[config.mk]
export PLATFORM = sky130hd
export DESIGN_NAME = hall_speed_sampler
export DESIGN_NICKNAME = d
export VERILOG_FILES = /design/src/rtl/hall_speed_sampler.sv
export SDC_FILE = /design/constraint.sdc
export NUM_CORES = 1
export LEC_CHECK = 0
export BUFFER_PORTS_ARGS = -buffer_cell sky130_fd_sc_hd__buf_2
export CAP_MARGIN = 5
export CELL_PAD_IN_SITES_DETAIL_PLACEMENT = 0
export CELL_PAD_IN_SITES_GLOBAL_PLACEMENT = 1
export CORE_UTILIZATION = 43
export CTS_BUF_LIST = sky130_fd_sc_hd__clkbuf_8
export DETAILED_ROUTE_END_ITERATION = 6
export PLACE_DENSITY = 0.79
export SLEW_MARGIN = 20
export SYNTH_ARGS = -nofsm -noshare
export SYNTH_HDL_FRONTEND = slang
export SYNTH_SLANG_ARGS = --single-unit
export TNS_END_PERCENT = 1
[constraint.sdc]
create_clock -name clk -period 2.3 [get_ports clk]
set_input_delay 0.69 -clock clk [delete_from_list [all_inputs] [get_ports clk]]
set_output_delay 0.69 -clock clk [all_outputs]
set_load 0.01 [all_outputs]
[src/rtl/hall_speed_sampler.sv]
// Per-window signed step delta from an 8-bit wrapping hall counter, with valid/ready, overrun and stall flags.
// Optional macro HALL_SPEED_POSITION_EN adds a 16-bit signed accumulated position output.
module hall_speed_sampler #(
    parameter int unsigned PERIOD_CYCLES = 18432,
    parameter int unsigned STALL_PERIODS = 50
) (
    input  logic              clk,
    input  logic              rst_n,
    input  logic              enable,
    input  logic [7:0]        count_in,
    output logic              sample_valid,
    input  logic              sample_ready,
    output logic signed [7:0] sample_delta,
    output logic              overrun,
    input  logic              clear_flags,
    output logic              stalled
`ifdef HALL_SPEED_POSITION_EN
    ,
    output logic signed [15:0] position
`endif
);

    localparam logic [0:0]  ST_PRIME   = 1'b0;
    localparam logic [0:0]  ST_RUN     = 1'b1;
    localparam logic [23:0] TIMER_LAST = 24'(PERIOD_CYCLES - 1);
    localparam logic [7:0]  STALL_MAX  = 8'(STALL_PERIODS);

    // Modular difference read as two's complement; motion beyond +/-127 per window aliases.
    function automatic logic signed [7:0] wrap_delta(input logic [7:0] now, input logic [7:0] prev);
        logic [7:0] diff;
        diff = now - prev;
        return signed'(diff);
    endfunction

    function automatic logic [7:0] stall_next(input logic [7:0] cnt, input logic signed [7:0] d);
        if (d != 8'sd0)
            return 8'd0;
        else if (cnt == STALL_MAX)
            return cnt;
        else
            return cnt + 8'd1;
    endfunction

    logic [0:0]        state;
    logic [23:0]       timer;
    logic [7:0]        last_count;
    logic [7:0]        stall_cnt;
    logic              tick;
    logic              load;
    logic signed [7:0] delta_p0;
    logic [7:0]        stall_nxt;

    assign tick = enable && (timer == TIMER_LAST);
    assign load = tick && (state == ST_RUN);

    always_comb begin
        delta_p0  = wrap_delta(count_in, last_count);
        stall_nxt = stall_next(stall_cnt, delta_p0);
    end

    // Stage p0 -> output registers: sample, handshake and flags update on the load edge.
    always_ff @(posedge clk or negedge rst_n) begin
        if (!rst_n) begin
            state        <= ST_PRIME;
            timer        <= 24'd0;
            last_count   <= 8'd0;
            sample_valid <= 1'b0;
            sample_delta <= 8'sd0;
            overrun      <= 1'b0;
            stalled      <= 1'b0;
            stall_cnt    <= 8'd0;
        end else begin
            if (!enable) begin
                state <= ST_PRIME;
                timer <= 24'd0;
            end else begin
                timer <= tick ? 24'd0 : timer + 24'd1;
                if (tick)
                    state <= ST_RUN;
            end

            // PRIME tracks the counter continuously so the first RUN window starts from fresh data.
            if (state == ST_PRIME || load)
                last_count <= count_in;

            if (load) begin
                sample_delta <= delta_p0;
                sample_valid <= 1'b1;
            end else if (sample_valid && sample_ready) begin
                sample_valid <= 1'b0;
            end

            if (load && sample_valid && !sample_ready)
                overrun <= 1'b1;
            else if (clear_flags)
                overrun <= 1'b0;

            if (load) begin
                stall_cnt <= stall_nxt;
                stalled   <= (stall_nxt == STALL_MAX);
            end
        end
    end

`ifdef HALL_SPEED_POSITION_EN
    always_ff @(posedge clk or negedge rst_n) begin
        if (!rst_n)
            position <= 16'sd0;
        else if (load)
            position <= position + 16'(delta_p0);
    end
`endif

endmodule

Word-level counts from Yosys, hierarchy flattened

Index checks and enable logic that the tools add are counted.

Input port bits: 13
Bits in registers: 52
Logic and storage cells: 36

Bitwise gates (word level): 1
Reductions and logical operators: 10
Add/subtract/negate cells: 3
Equal/unequal tests: 4
Mux-type cells: 10

Operator list:

| operator                                              | count |
|---|---|
| two-way mux 24 bit                                    | 2 |
| adder 24 x 1 -> 24 bit, second input constant         | 1 |
| equality test 24 x 15 -> 1 bit, second input constant | 1 |
| equality test 8 x 6 -> 1 bit, second input constant   | 2 |
| two-way mux 8 bit                                     | 2 |
| adder 8 x 1 -> 8 bit, second input constant           | 1 |
| nonzero test 8 bit                                    | 1 |
| subtractor 8 bit                                      | 1 |
| two-way mux 1 bit                                     | 6 |
| logical AND 1 bit                                     | 5 |
| nonzero test 2 bit                                    | 2 |
| inequality test 2 x 1 -> 1 bit, second input constant | 1 |
| logical NOT 1 bit                                     | 1 |
| logical OR 1 bit                                      | 1 |
| inverter 1 bit                                        | 1 |

Logic depth before layout (Yosys ltp)

Depth in word-level cells: 6
Depth in mapped cells: 10

Least setup slack after synthesis

Ideal clock, no wire load.

Path kind: input port to flip-flop
Start: input port count_in[0]
End: register stall_cnt[2]
Data required time: 2,234 ps
Path buffers: 0
Path slack: -588 ps
Arrival time: 2,822 ps
Stages on the path: 10
Cells stage by stage: inv_1 -> ha_1 -> inv_1 -> fa_1 -> a211o_1 -> and4_1 -> a2111oi_0 -> nand2_1 -> nor2_2 -> a221o_1

Longest elaborated chain between the ends: 3

Ends and longest elaborated chain:

| element              | RTL line | RTL |
|---|---|---|
| from (decl)          | 10       | `input logic [7:0] count_in,` |
| subtractor 8 bit     | 31       | `diff = now - prev;` |
| nonzero test 8 bit   | 36       | `if (d != 8'sd0)` |
| two-way mux 8 bit    | 36       |  |
| to (signal assigned) | 99       | `stall_cnt <= stall_nxt;` |
| to (decl)            | 47       | `logic [7:0] stall_cnt;` |

Every way passes these cells.
A chain may end at the register's enable or synchronous reset.

Final worst setup path

Start: input port count_in[0]
End: register stall_cnt[3]

Same word-level chain as after synthesis.

==> summary.txt <==
Adder-Cell Fraction of Synth Area -> 5.14%
Synth async-reset ratio -> 100%
Worst vdd ir -> 0.269 mV
Cells after Synth -> 293
Post-Synth Simple-Gate Area -> 22.9%
RSZ-0062 raised after global routing -> yes
Crit Path Max Fanout -> 7
Slew HR -> 61.4%
Setup tns final -> -2080 ps
Nets@finish -> 382
Post-place instance area -> 0.00336 mm2
Clk_skew -> 11.9 ps
Sequential-to-total area share from yosys stat -> 46.1%
Largest net degree at the start of global routing -> 53
Area contributors post-synth -> dfrtp_1 (46%), ha_1 (4.4%), nor2_1 (4.4%)
Top post-synthesis cells by count -> dfrtp_1 (52), nor2_1 (33), nand2_1 (29)
Routed WL per cell -> 12.9 um
Drt first-iter violations -> 93
Num Clock Sinks -> 52
Largest family of logic cells by synthesized area -> simple AND/OR/NAND/NOR gates
Vias in the first global route -> 2,228
Most numerous cell in the Yosys netlist -> dfrtp_1
Failing checks -> setup timing
DRC violations left -> 0
Initial antenna violation count -> 0
Max-slew violation count -> 0
Outcome -> finished, violations left
# IOs -> 24
CTS Buf Count -> 5
Core area -> 0.00635 mm2
Post-synthesis compound-gate area fraction -> 11.4%
CP Launch Point -> count_in[0]
Sum of routed wire length over all layers -> 5.60 mm
Xor/xnor share of the synthesized area -> 8.06%
Ys flop type -> dfrtp_1
Layout cell share with drive strength beyond 1 -> 28.5%
Final instance area -> 0.00353 mm2
Synth area leader -> dfrtp_1
Post-synth EDFFs -> 0
Vias/cell -> 5.18
Drt pass-1 iters -> 4
Pleak -> 1.65 nW
Die Y -> 83.1 um
Multiplexer share of the synthesized area -> 3.19%
Max-Cap Viols -> 0
CP Capture Type -> flip-flop
Final worst slack -> -249 ps
Final core utilization -> 55.6%
CTS tree -> yes
Post-route clock period utilization -> 111%
Seq cells post-synth -> 52
Number of H-tree levels -> 2
Port Buf Inserts -> 23
Worst-margin pin slew -> 576 ps
Setup CP Type -> in -> reg
Starting Density -> 44.5%
Die width -> 83.1 um
Die area -> 0.00690 mm2
Mean cell area of the mapped netlist -> 9.64 um2
Worst R2R Start -> last_count[0]$_DFFE_PN0P_
Top-area cell type share of the netlist area -> 46.1%
First-pass GRT wire length -> 10.0 mm
Count of final setup violators -> 9
Via count -> 2,252
Rows -> 29
Minimum clock period -> 2550 ps
Hold Fails Final Rpt -> 0
Crit path DAT -> 2810 ps
Clk buf depth -> 2
Tot GR Track Use -> 17.9%
GP Congestion -> 0.806
Startpoint types -> input pin
Antenna Nets Post-Route -> 0
Cts hold-fix bufs -> 0
Clk Tree Root Cell -> clkbuf_8
Post-Syn Area -> 0.00283 mm2
Netlist cell types -> 48
Pwr/cell area -> 486 mW/mm2
Register clock-pin slew on the reported worst setup and hold paths -> 100 ps
Overflow after GRT -> 0
Area delta synth->final -> 25.1%
Synth Net Count -> 317
Hold crit path type -> in -> async
Fmax -> 392 MHz
Syn. warnings -> 0
Clock Latency Late Sink -> 310 ps
Crit path required time -> 2560 ps
HPWL after DPL -> 4.04 mm
# diodes -> 0
-- layer usage --
layer | vias to the layer above | share of wire (%) | GRT usage (%) | wire length, um
li1 | 1157 | - | - | -
met1 | 1062 | 51 | 24.5 | 2850
met2 | 27 | 46 | 28.5 | 2560
met3 | 6 | 2.1 | 3.58 | 119
met4 | 0 | 1.2 | 5.33 | 68
met5 | - | 0 | 0 | 0
-- placed cells by master (no fill, tap or decap), drive strengths merged, types with 3 or more instances in the layout --
cell type,n
a22o,4
o21ai,12
nand3,8
a2111oi,4
nor2,34
buf,67
or2,4
nand4,10
dfrtp,52
mux2,8
a21o,6
ha,10
nand2b,3
nand3b,3
nor3,9
xor2,14
clkbuf,5
a221o,3
and3,7
inv,14
or3,5
a21oi,5
nor4,3
nand2,29
xnor2,12
-- path summary, 6_finish.rpt --
| path | to | depth (start not counted) | slack (ps) |
|---|---|---|---|
| max | stall_cnt[3]$_DFFE_PN0P_ | 13 | -250 |
| min | timer[11]$_DFF_PN0_ | 2 | 350 |
| max reg2reg | stall_cnt[3]$_DFFE_PN0P_ | 11 | -160 |
| min reg2reg | sample_delta[3]$_DFFE_PN0P_ | 2 | 480 |
| max in group asynchronous | timer[2]$_DFF_PN0_ | 2 | 1710 |
| min in group clk | sample_delta[3]$_DFFE_PN0P_ | 2 | 480 |
-- critical path, cell delays in order --
cell and delay (ps):
buf_6 90, inv_4 50, ha_4 120, inv_2 30
fa_2 350, a211o_4 360, buf_6 120, a21o_1 200
a21oi_2 140, nand4_1 130, buf_6 170, nor2_4 180
a221o_1 170
-- per-stage QoR --
step	power [mW]	setup slack, ps	hold WS (ps)	cells
CTS	1.73	-331	364	434
global placement	1.19	-661	459	424
floorplan	1.08	-403	394	293
finish	1.72	-249	352	435
detailed placement	1.20	-700	467	424
global route	1.81	-345	383	435
-- sequential cells by signal, summed over array words and instances (netlist names) --
register,cells
timer,24
last_count,8
sample_delta,8
stall_cnt,8
overrun,1
sample_valid,1
stalled,1
state,1
-- where the power goes --
part	internal (mW)	total, mW	switching (mW)
registers	0.925	0.932	0.00706
clock network	0.207	0.506	0.300
logic	0.139	0.280	0.140
total	1.27	1.72	0.447
-- logic make-up after synthesis --
family,after synthesis
muxes,8
buffers and inverters,23
DFF,52
xor gates and xnor gates,26
AOI/OAI and AO/OA,46
and+or+nand+nor,127
adders and majority gates,11
-- layout make-up --
type / count / area [um2]
inverters: 14 / 55.1
multi-input cells: 218 / 1520
well taps: 77 / 96.3
fillers: 558 / 2820
flip-flops and latches: 52 / 1300
clock buffers: 5 / 68.8
repair buffers: 67 / 475
clock inverters: 2 / 12.5
-- repair_timing --
item | 4_1_cts | 5_1_grt
endpoints found under the setup margin | 9 | 18
gates resized for setup | 9 | 7
pin swaps | 11 | 13
buffers inserted | 3 | 1
Power figures use the tool's default switching activity.
